==> src/rtl/led_matrix_scan.sv <==
// rtl/led_matrix_scan.sv - 1/16-scan RGB LED panel driver: column fetch, serial shift, latch and display timing
module led_matrix_scan #(
    parameter int COLS      = 64,
    parameter int ROWS      = 16,
    parameter int ON_CYCLES = 64
) (
    input  logic                      clk,
    input  logic                      rst,
    input  logic                      en,
    output logic [$clog2(COLS)-1:0]   col,
    output logic [$clog2(ROWS)-1:0]   row,
    input  logic                      R0,
    input  logic                      G0,
    input  logic                      B0,
    input  logic                      R1,
    input  logic                      G1,
    input  logic                      B1,
    output logic                      mat_clk,
    output logic                      mat_lat,
    output logic                      mat_oe_n,
    output logic [$clog2(ROWS)-1:0]   addr,
    output logic                      r0,
    output logic                      g0,
    output logic                      b0,
    output logic                      r1,
    output logic                      g1,
    output logic                      b1,
    output logic                      frame_tick
);

    localparam int CW = $clog2(COLS);
    localparam int RW = $clog2(ROWS);
    localparam int OW = (ON_CYCLES > 1) ? $clog2(ON_CYCLES) : 1;

    localparam logic [CW-1:0] COL_LAST = CW'(COLS - 1);
    localparam logic [RW-1:0] ROW_LAST = RW'(ROWS - 1);
    localparam logic [OW-1:0] ON_LAST  = OW'(ON_CYCLES - 1);

    localparam logic [2:0] ST_IDLE    = 3'd0;
    localparam logic [2:0] ST_SHIFT   = 3'd1;
    localparam logic [2:0] ST_BLANK   = 3'd2;
    localparam logic [2:0] ST_LATCH   = 3'd3;
    localparam logic [2:0] ST_DISPLAY = 3'd4;

    logic [2:0]    state;
    logic          ph;
    logic [OW-1:0] cnt;

    always_ff @(posedge clk or negedge rst) begin
        if (!rst) begin
            state      <= ST_IDLE;
            ph         <= 1'b0;
            cnt        <= '0;
            col        <= '0;
            row        <= '0;
            addr       <= '0;
            mat_clk    <= 1'b0;
            mat_lat    <= 1'b0;
            mat_oe_n   <= 1'b1;
            frame_tick <= 1'b0;
            {r0, g0, b0, r1, g1, b1} <= 6'b0;
        end else begin
            frame_tick <= 1'b0;
            case (state)
                ST_IDLE: begin
                    mat_oe_n <= 1'b1;
                    mat_clk  <= 1'b0;
                    mat_lat  <= 1'b0;
                    col      <= '0;
                    ph       <= 1'b0;
                    if (en) state <= ST_SHIFT;
                end
                ST_SHIFT: begin
                    // Data moves on the falling shift clock so it is settled a full cycle before the rise
                    if (!ph) begin
                        {r0, g0, b0, r1, g1, b1} <= {R0, G0, B0, R1, G1, B1};
                        mat_clk <= 1'b0;
                        ph      <= 1'b1;
                    end else begin
                        mat_clk <= 1'b1;
                        ph      <= 1'b0;
                        if (col == COL_LAST) state <= ST_BLANK;
                        else                 col   <= col + 1'b1;
                    end
                end
                ST_BLANK: begin
                    mat_clk  <= 1'b0;
                    mat_oe_n <= 1'b1;
                    state    <= ST_LATCH;
                end
                ST_LATCH: begin
                    mat_lat <= 1'b1;
                    addr    <= row;
                    cnt     <= '0;
                    state   <= ST_DISPLAY;
                end
                ST_DISPLAY: begin
                    if (cnt == '0) begin
                        mat_lat  <= 1'b0;
                        mat_oe_n <= 1'b0;
                    end
                    if (cnt == ON_LAST) begin
                        cnt        <= '0;
                        col        <= '0;
                        row        <= (row == ROW_LAST) ? '0 : row + 1'b1;
                        frame_tick <= (row == ROW_LAST);
                        if (en) begin
                            state <= ST_SHIFT;
                        end else begin
                            state    <= ST_IDLE;
                            mat_oe_n <= 1'b1;
                        end
                    end else begin
                        cnt <= cnt + 1'b1;
                    end
                end
                default: state <= ST_IDLE;
            endcase
        end
    end

endmodule

==> config.mk <==
export PLATFORM = sky130hd
export DESIGN_NAME = led_matrix_scan
export DESIGN_NICKNAME = d
export VERILOG_FILES = /design/src/rtl/led_matrix_scan.sv
export SDC_FILE = /design/constraint.sdc
export NUM_CORES = 1
export LEC_CHECK = 0
export CORE_MARGIN = 2
export CORE_UTILIZATION = 45
export DETAILED_ROUTE_END_ITERATION = 12
export GPL_TIMING_DRIVEN = 1
export PLACE_DENSITY = 0.69
export SLEW_MARGIN = 20
export SYNTH_ARGS = -nofsm -noshare
export SYNTH_HDL_FRONTEND = slang
export SYNTH_SLANG_ARGS = --single-unit
==> constraint.sdc <==
create_clock -name clk -period 2.4 [get_ports clk]
set_input_delay 0.6 -clock clk [delete_from_list [all_inputs] [get_ports clk]]
set_output_delay 0.6 -clock clk [all_outputs]
set_load 0.05 [all_outputs]
Yosys cells after proc, flatten, opt, wreduce, memory -nomap -nowiden:

Cells that the tools add are included.

* bits of input ports: 9
* word-level logic and storage cells: 72
* bits in registers: 34

* muxes and demuxes: 25
* equality and inequality tests: 13
* add/sub/neg operators: 3
* reduce and logical (&&, ||, !) cells: 14
* bitwise gates (word level): 1

Operator list (number)
* 2-to-1 mux 6 bit: 4
* one-hot mux 6 bit (3 select lines): 1
* one-hot mux 3 bit (5 select lines): 1
* adder 6 x 1 -> 6 bit, second input constant: 2
* == test 6 bit, second input constant: 2
* 2-to-1 mux 3 bit: 4
* != test 2 bit, second input constant: 6
* one-hot mux 6 bit (2 select lines): 1
* 2-to-1 mux 1 bit: 9
* AND reduction 4 bit: 2
* nonzero test 2 bit: 4
* == test 3 x 2 -> 1 bit, second input constant: 2
* zero test 6 bit: 1
* one-hot mux 1 bit (2 select lines): 3
* AND reduction 2 bit: 3
* nonzero test 3 bit: 2
* adder 4 x 1 -> 4 bit, second input constant: 1
* == test 4 bit, second input constant: 1
* 2-to-1 mux 4 bit: 1
* == test 3 x 1 -> 1 bit, second input constant: 1
* == test 3 bit, second input constant: 1
* zero test 3 bit: 1
* one-hot mux 1 bit (3 select lines): 1
* OR reduction 2 bit: 1
* NOT 1 bit: 1

Depth between registers and ports, before layout:

* depth in word-level cells: 5
* depth in mapped cells: 6
* gate-level depth less buffers: 5

Worst setup path before layout:

Ideal clock, no wire load.

* path type: reg-to-reg
* start point: register col[0]
* end point: register state[1]
* stages on the path, launching flop included: 6
* buffers on the path: 0
* setup slack: 0.462 ns
* setup time: 0.077 ns
* arrival time: 1.861 ns
* cells stage by stage: dfrtp_1 > ha_1 > and3_4 > nand3_2 > or4b_1 > a21oi_1

* cells in the longest elaborated chain, start to end: 3

RTL lines
* from (decl): line 10 `output logic [$clog2(COLS)-1:0] col,`
* from (signal assigned): line 83 `else col <= col + 1'b1;`
* == test 6 bit: line 82 `if (col == COL_LAST) state <= ST_BLANK;`
* != test 2 bit (no source line)
* AND reduction 4 bit (no source line)
* to (signal assigned): line 82
* to (signal assigned): line 89 `state <= ST_LATCH;`
* to (signal assigned): line 95 `state <= ST_DISPLAY;`
* to (decl): line 45 `logic [2:0] state;`

Every way passes these cells.
A chain may end at the register's enable or synchronous reset.

Worst setup path in the final report:

* start point: register col[4]
* end point: output col[4]

No word-level cell between the ends.

==> run summary <==
status = finished clean
drt first-iter violations = 68
maximum fanout along the worst path = 8
drt wl/cell = 15.07 µm
Num CTS Buffers = 5
PostCTS Resize Cnt = 0
Vias = 1341
Syn Nets = 172
Longest Clk Path Bufs = 2
placed wire-length estimate = 2669 µm
asr flop ratio synth = 100.0%
synthesized area = 0.001732 mm²
simple-gate share of the synthesized area = 17.63%
CTS tree = yes
top-count cell post-synth = dfrtp_1
Synth Instances = 159
Adder-Cell Fraction of Synth Area = 2.890%
Worst path slowest cell = clkdlybuf4s50_1
maximum vdd drop = 0.5164 mV
final number of setup-violating endpoints = 0
final hold vios = 0
1st-pass router iterations = 4
Worst slew margin = 62.24%
post-synthesis xor/xnor area fraction = 0.5058%
gr ovfl total = 0
Setup WS pre-CTS = 483.0 ps
Ports = 33
Initial Utilization = 46.95%
first-pass GRT wire length = 6327 µm
Hold Slack = 481.9 ps
Rows = 22
CP Capture Type = primary output
critical path startpoint = col[4]$_DFFE_PN0P_
Final Util = 58.62%
Syn Area/Cell = 10.89 µm²
Die ar. = 0.004361 mm²
H-tree depth = 2
routability cong. = 0.7881
max_cap viols = 0
ANT nets after route = 0
fin. max-slew vios = 0
Synth cell types = 40
setup tns final = 0 ps
clock-pin slew on the worst setup and hold paths = 70 ps
main combinational cell family by area after synthesis = simple AND/OR/NAND/NOR gates
Port-buffer cells = 32
Data required, critical path = 1800 ps
#FFs+latches synth = 34
Startpoint Class = register
number of global-route vias before repair = 1438
Post-CTS Setup Bufs = 0
pin count of the biggest net entering global routing = 35
Synth area leaders = dfrtp_1 (48%), mux2_1 (7.8%), a21oi_1 (5.2%)
Die X-Extent = 66.04 µm
Post-CTS Hold Fix Bufs = 0
Tmin final = 2236 ps
Core Region = 0.003689 mm²
GRT Util Overall = 19.65%
number of diodes = 0
Crit path max-delay family = buffers and inverters
post-synthesis sequential area ratio = 49.21%
Tightest Hold Check Type = reg -> reg
initial antenna violation count = 0
crit path kind = reg -> out
layout cells sized above 1 = 10.20%
RR Startpoint = state[0]$_DFFE_PN0P_
Clock Latency Late Sink = 280 ps
commonest cells in the synthesized netlist = dfrtp_1 (33), a21oi_1 (18), nand2_1 (13)
WP data arrival = 1640 ps
die height = 66.04 µm
yosys warns = 0
Top FF cell, synth = dfrtp_1
unrepaired setup endpoints after global routing = false
CP peak stage delay = 860 ps
final worst slack = 163.9 ps
final net count = 208
mux share of post-synthesis cell area = 8.382%
Bufs and invs on worst path = 1
Power Dens Cells = 953.0 mW/mm²
highest clock rate = 447.2 MHz
cell type with the largest total area after synthesis = dfrtp_1
final WL = 3676 µm
Compound-Gate Fraction of Synth Area = 16.18%
Worst Clk Skew = 5.123 ps
hold path startpoint = mat_oe_n$_DFFE_PN1P_
Post-synth EDFFs = 0
final worst path period share = 93.17%
# DRC = 0
Static Leak = 0.9143 nW
share of the synthesized area in the top cell type = 47.69%
Slew @ Worst Pin = 566.4 ps
CP Cell Sequence = clkdlybuf4s50_1
P&R area growth vs syn = 24.86%
CTS Root Cell = clkbuf_8
Sink Count = 34
vias per inst = 5.496
placed cells by master (no fill, tap or decap), types with 3 or more instances in the layout:
cell type and instances:
o21ai_1 8, mux2_1 12, nand2_1 13, nor3b_1 3, ha_1 4, o31ai_1 3, inv_1 6, dfrtp_1 33
a21oi_1 18, buf_4 3, nor2_1 9, clkbuf_8 6, clkdlybuf4s50_1 32, nand3_1 4, a31oi_1 5
per-stage QoR:
step	cells	area, µm²	power, mW
2_1_floorplan	159	1732	1.369
3_3_place_gp	236	2071	1.619
3_5_place_dp	236	2071	1.642
4_1_cts	244	2162	2.079
5_1_grt	244	2162	2.167
6_report	244	2162	2.060
layer usage:
metal  track usage, %  wire length (µm)
met5                0                 0
met4            11.48                89
met3            6.303               173
met2            33.46              1858
met1            21.33              1555
worst paths after layout:
path / endpoint / slack (ps) / cells past startpoint
worst max-delay path: col[4] / 160 / 1
worst min-delay path: mat_oe_n$_DFFE_PN1P_ / 480 / 2
worst max register to register: b0$_DFFE_PN0P_ / 570 / 3
worst min register to register: mat_oe_n$_DFFE_PN1P_ / 480 / 2
max in group asynchronous: mat_oe_n$_DFFE_PN1P_ / 1340 / 2
min in group asynchronous: r0$_DFFE_PN0P_ / 720 / 2
kinds of logic (layout without fill, tap and decap cells):
group                    count (synthesis)  after routing
AND/OR/NAND/NOR                         49             49
adder cells (fa/ha/maj)                  4              4
XOR/XNOR                                 1              1
multiplexers                            13             13
buffers and inverters                   13             50
AO/OA/AOI/OAI                           45             45
flip-flops                              34             34
registers in the layout, summed over array words and instances, names as in the netlist, 3 cells and up:
| register | count |
|---|---|
| cnt | 6 |
| col | 6 |
| addr | 4 |
| state | 3 |
| row | 4 |
where the power goes:
group          internal (mW)  switching, mW  total [mW]
combinational          0.308          0.529       0.837
clock                  0.231          0.202       0.433
sequential             0.680          0.110       0.790
area by class of cell:
cell class	instances	area (µm²)
inverters	7	26.28
fillers	323	1526
well taps	48	60.06
flip-flops and latches	34	852.1
repair buffers	35	342.8
multi-input cells	112	789.5
clock buffers	7	86.33
clock inverters	1	5.005
(Power assumes the default switching activity.)
